File: config.mk
export PLATFORM = sky130hd
export DESIGN_NAME = command_framer
export DESIGN_NICKNAME = d
export VERILOG_FILES = /design/src/rtl/command_pkg.sv /design/src/rtl/command_framer_bit_timer.sv /design/src/rtl/command_framer.sv
export SDC_FILE = /design/constraint.sdc
export NUM_CORES = 1
export LEC_CHECK = 0
export ABC_CLOCK_PERIOD_IN_PS = 4200
export CORE_ASPECT_RATIO = 1.5
export CORE_MARGIN = 10
export CORE_UTILIZATION = 58
export CTS_CLUSTER_SIZE = 24
export DETAILED_ROUTE_END_ITERATION = 10
export PLACE_DENSITY_LB_ADDON = 0.1
export SLEW_MARGIN = 20
export SYNTH_ARGS = -nofsm -noshare
export SYNTH_HDL_FRONTEND = slang
export SYNTH_HIERARCHICAL = 1
export SYNTH_SLANG_ARGS = --single-unit
File: constraint.sdc
create_clock -name clk -period 4.2 [get_ports clk]
set_clock_uncertainty 0.1 [all_clocks]
set_input_delay 0.84 -clock clk [delete_from_list [all_inputs] [get_ports clk]]
set_output_delay 0.84 -clock clk [all_outputs]
set_load 0.1 [all_outputs]
File: src/rtl/command_pkg.sv
// command_pkg: framer state encoding and line levels.
package command_pkg;
  typedef enum logic [2:0] {IDLE, CAPTURE, START_BIT, DATA, PARITY, STOP} state_t;
  localparam logic IDLE_LVL  = 1'b1;
  localparam logic START_LVL = 1'b0;
endpackage

File: src/rtl/command_framer_bit_timer.sv
// bit_timer: counts clk cycles within a line bit; tick marks the last cycle of each bit.
module bit_timer #(
  parameter int CLKS_PER_BIT = 4,
  parameter int CNT_W = $clog2(CLKS_PER_BIT + 1)
) (
  input  logic clk,
  input  logic rst,
  input  logic en,
  output logic tick
);
  logic [CNT_W-1:0] cnt;
  assign tick = en && (cnt == CNT_W'(CLKS_PER_BIT - 1));
  always_ff @(posedge clk or negedge rst)
    if (!rst) cnt <= '0;
    else cnt <= (!en || tick) ? '0 : cnt + 1'b1;
endmodule

File: src/rtl/command_framer.sv
// command_framer: captures a serial command and retransmits it as a start/data/stop line frame.
// Define COMMAND_FRAMER_PARITY_EN to insert an even-parity bit before the stop bit.
module command_framer
  import command_pkg::*;
#(
  parameter int CMD_BITS = 8,
  parameter int CLKS_PER_BIT = 4,
  parameter int CNT_W = $clog2(CLKS_PER_BIT + 1)
) (
  input  logic                clk,
  input  logic                rst,
  input  logic                start,
  input  logic                command_1,
  output logic                ready_command,
  output logic                tx_line,
  output logic                frame_done,
  output logic [CMD_BITS-1:0] cmd_word
);
  localparam int IDX_W = (CMD_BITS > 1) ? $clog2(CMD_BITS) : 1;
  state_t state, state_d;
  logic [IDX_W-1:0] idx, idx_d;
  logic [CMD_BITS-1:0] sh, sh_d, cmd_word_d;
  logic tx_d, ready_d, done_d, tick, en, last;
  assign en = state inside {START_BIT, DATA, PARITY, STOP};
  assign last = idx == IDX_W'(CMD_BITS - 1);
  bit_timer #(.CLKS_PER_BIT(CLKS_PER_BIT), .CNT_W(CNT_W)) u_timer (
    .clk(clk), .rst(rst), .en(en), .tick(tick)
  );
  // sh doubles as capture register and transmit shifter; tx_line shows sh[0] during DATA
  always_comb begin
    state_d = state;
    idx_d = idx;
    sh_d = sh;
    cmd_word_d = cmd_word;
    tx_d = tx_line;
    ready_d = ready_command;
    done_d = 1'b0;
    case (state)
      IDLE: if (start) begin
        state_d = CAPTURE;
        ready_d = 1'b0;
        idx_d = '0;
      end
      CAPTURE: begin
        sh_d = {command_1, sh[CMD_BITS-1:1]};
        idx_d = idx + 1'b1;
        if (last) begin
          cmd_word_d = sh_d;
          state_d = START_BIT;
          tx_d = START_LVL;
          idx_d = '0;
        end
      end
      START_BIT: if (tick) begin
        state_d = DATA;
        tx_d = sh[0];
      end
      DATA: if (tick) begin
        sh_d = sh >> 1;
        idx_d = idx + 1'b1;
        tx_d = sh[1];
        if (last) begin
          idx_d = '0;
`ifdef COMMAND_FRAMER_PARITY_EN
          state_d = PARITY;
          tx_d = ^cmd_word;
`else
          state_d = STOP;
          tx_d = IDLE_LVL;
`endif
        end
      end
`ifdef COMMAND_FRAMER_PARITY_EN
      PARITY: if (tick) begin
        state_d = STOP;
        tx_d = IDLE_LVL;
      end
`endif
      STOP: if (tick) begin
        state_d = IDLE;
        ready_d = 1'b1;
        done_d = 1'b1;
      end
      default: state_d = IDLE;
    endcase
  end
  always_ff @(posedge clk or negedge rst)
    if (!rst) begin
      state <= IDLE;
      idx <= '0;
      sh <= '0;
      cmd_word <= '0;
      tx_line <= IDLE_LVL;
      ready_command <= 1'b1;
      frame_done <= 1'b0;
    end else begin
      state <= state_d;
      idx <= idx_d;
      sh <= sh_d;
      cmd_word <= cmd_word_d;
      tx_line <= tx_d;
      ready_command <= ready_d;
      frame_done <= done_d;
    end
endmodule
==> qor.csv <==
metric,value,unit
slew_headroom,35.3,%
avgSynthCellArea,13.8,µm²
p_leak,0.000718,µW
synthAdderAreaFrac,4.72,%
yosys_warnings,6,
tns,0,ns
path_clk_slew,0.14,ns
slowest_stage,clkdlybuf4s50_1,
r2r_setup_slack,2.02,ns
worstSkewPairLatency,0.32,ns
post-place-cells,129,
grt_start_max_net_pins,29,
cp.arrival,2.01,ns
drive_gt1_share,23.6,%
holdPathStages,1,
hold-path-endpoint,u_timer/cnt[0]$_DFF_PN0_,
ys.flop_type,dfrtp_1,
seq_area_frac_synth,53.0,%
cts_tree,built,
drtAntennaViolNets,0,
yosys.area_share.simple,12.4,%
synth-edff-count,0,
worst_slew_pin_slew,0.968,ns
die_w,59.0,µm
hp-class,register to register,
crit-reg2reg-launch,idx[0]$_DFFE_PN0P_,
gp_congestion,0.794,
cts_setup_buffers,0,
clockBufferDepth,2,
diodes,0,
cp_max_fo,3,
multiInputGateArea,548,µm²
overflow,0,
path_class,register to primary output,
power_density,319,nW/µm²
cts_resized,0,
wl_per_cell,16.5,µm
grt_pass1_vias,832,
cts.sinks,28,
finalSetupViolCount,0,
critPathLaunch,ready_command$_DFFE_PN1P_,
fmax,0.339,GHz
num_vias,752,
worst_path_largest_cell_delay,1.13,ns
synth_top_family_by_area,multiplexers,
die-area,4640,µm²
cp.required,3.26,ns
finalWirelength,2.19,mm
fillers,168,
yosys.area_share.xor_xnor,0.660,%
start_util,60.1,%
syn_area,1330,µm²
crit_path_start_kind,register,
drv_slew,0,
setup_slack,1.25,ns
num_rows,21,
r2r_cells,4,
drc,0,
dp_hpwl,1.60,mm
grt_setup_unrepaired,no,
hold_slack,0.361,ns
post-place-ws,1.60,ns
grt_use_total,10.2,%
cp_top_family,buffers and inverters,
hp-start,u_timer/cnt[0]$_DFF_PN0_,
viasPerCell,5.65,
max_cap_violations,0,
layout.nets,120,
root_buffer,clkbuf_4,
chipHeight,78.6,µm
path_buf_inv,1,
regArea,703,µm²
cts_buffers,3,
drtIter0Drc,20,
p_total,472,µW
htree_levels,1,
port_buffers,14,
async_flop_share,100,%
min_period_over_period,70.3,%
synth-compound-area-share,7.26,%
postCtsHoldBufs,0,
synth_nets,105,
syn_to_final_growth,11.8,%
status,"complete, no violations",
firstDrtPassIters,4,
stdcell_count,133,
layout_min_cycle_time,2.95,ns
muxShareOfSynthArea,16.3,%
antenna_found_initial,0,
finalHoldViolations,0,
yosysUniqueCellTypes,31,
endpoint_kind,primary output,
syn_inst,96,
core,2210,µm²
r2r_end,cmd_word[3]$_DFFE_PN0P_,
synth-seq-cells,28,
vdd_drop_max,248,µV
io_pins,15,
crit_chain,clkdlybuf4s50_1,
grt_pass1_wl,3.86,mm
-- layout by cell type, fill, tap and decap left out, types with 2 or more instances in the layout --
master / n
mux2_2: 5
a31oi_1: 2
inv_1: 5
clkdlybuf4s50_1: 14
nand2_1: 3
nand2b_1: 2
ha_1: 5
nor3b_1: 4
mux2_4: 10
a22o_1: 2
dfrtp_1: 26
a21oi_1: 2
nor2_1: 4
a32o_1: 2
dfstp_2: 2
nor2b_1: 2
clkbuf_4: 3
-- cell usage after synthesis, types with 2 or more instances --
cell | count | area, µm²
buf_6 | 5 | 56.3
nor2_1 | 4 | 15.0
nand2b_1 | 2 | 12.5
a21oi_1 | 2 | 10.0
a22o_1 | 2 | 17.5
dfstp_2 | 2 | 52.6
inv_1 | 5 | 18.8
mux2_4 | 10 | 150
dfrtp_1 | 26 | 651
nor2b_1 | 2 | 12.5
a32o_1 | 2 | 20.0
ha_1 | 5 | 62.6
nand2_1 | 3 | 11.3
mux2_2 | 5 | 56.3
nor3b_1 | 4 | 30.0
a31oi_1 | 2 | 12.5
-- final cells by class --
type	count	area share, %
repair buffers	15	9.96
clock buffers	4	2.45
flip-flops and latches	28	47.4
inverters	5	1.27
well taps	23	1.94
multi-input cells	58	37.0
-- cells by family after synthesis --
group / Yosys count
xor gates and xnor gates: 1
buffers and inverters: 10
muxes: 16
adders and majority gates: 5
and+or+nand+nor: 23
DFF: 28
AOI/OAI and AO/OA: 13
-- flip-flops by register name, summed over array words and instances, names as in the netlist --
signal and count:
frame_done 1, state 3, idx 3, cmd_word 8
tx_line 1, sh 8, ready_command 1, u_timer/cnt 3
-- worst max path at each step --
stage                         to  cells after the start  slack [ns]
2_1_floorplan  sh[1]$_DFFE_PN0P_                      7        2.28
5_1_grt            ready_command                      1        1.20
6_report           ready_command                      1        1.25
4_1_cts            ready_command                      1        1.22
3_3_place_gp       ready_command                      1        1.61
3_5_place_dp             tx_line                      1        1.60
-- through the flow --
step           util, %  cell area [µm²]
2_1_floorplan        -             1330
3_3_place_gp      65.5             1450
5_1_grt           67.2             1480
4_1_cts           67.2             1480
6_report          67.2             1480
3_5_place_dp      65.5             1450
-- per-layer routing --
layer | track usage (%) | up-vias | wire, µm
met4 | 4.15 | 0 | 53
met1 | 12.2 | 364 | 954
met2 | 16.6 | 13 | 1080
met3 | 2.74 | 6 | 106
met5 | 0 | - | 0
li1 | - | 369 | -
-- report_power, final --
group | total (µW) | switching [µW] | internal (µW)
logic | 67.4 | 46.8 | 20.6
clock network | 126 | 73.4 | 53.0
registers | 279 | 3.63 | 275
total | 472 | 124 | 349
(Power assumes the default switching activity.)
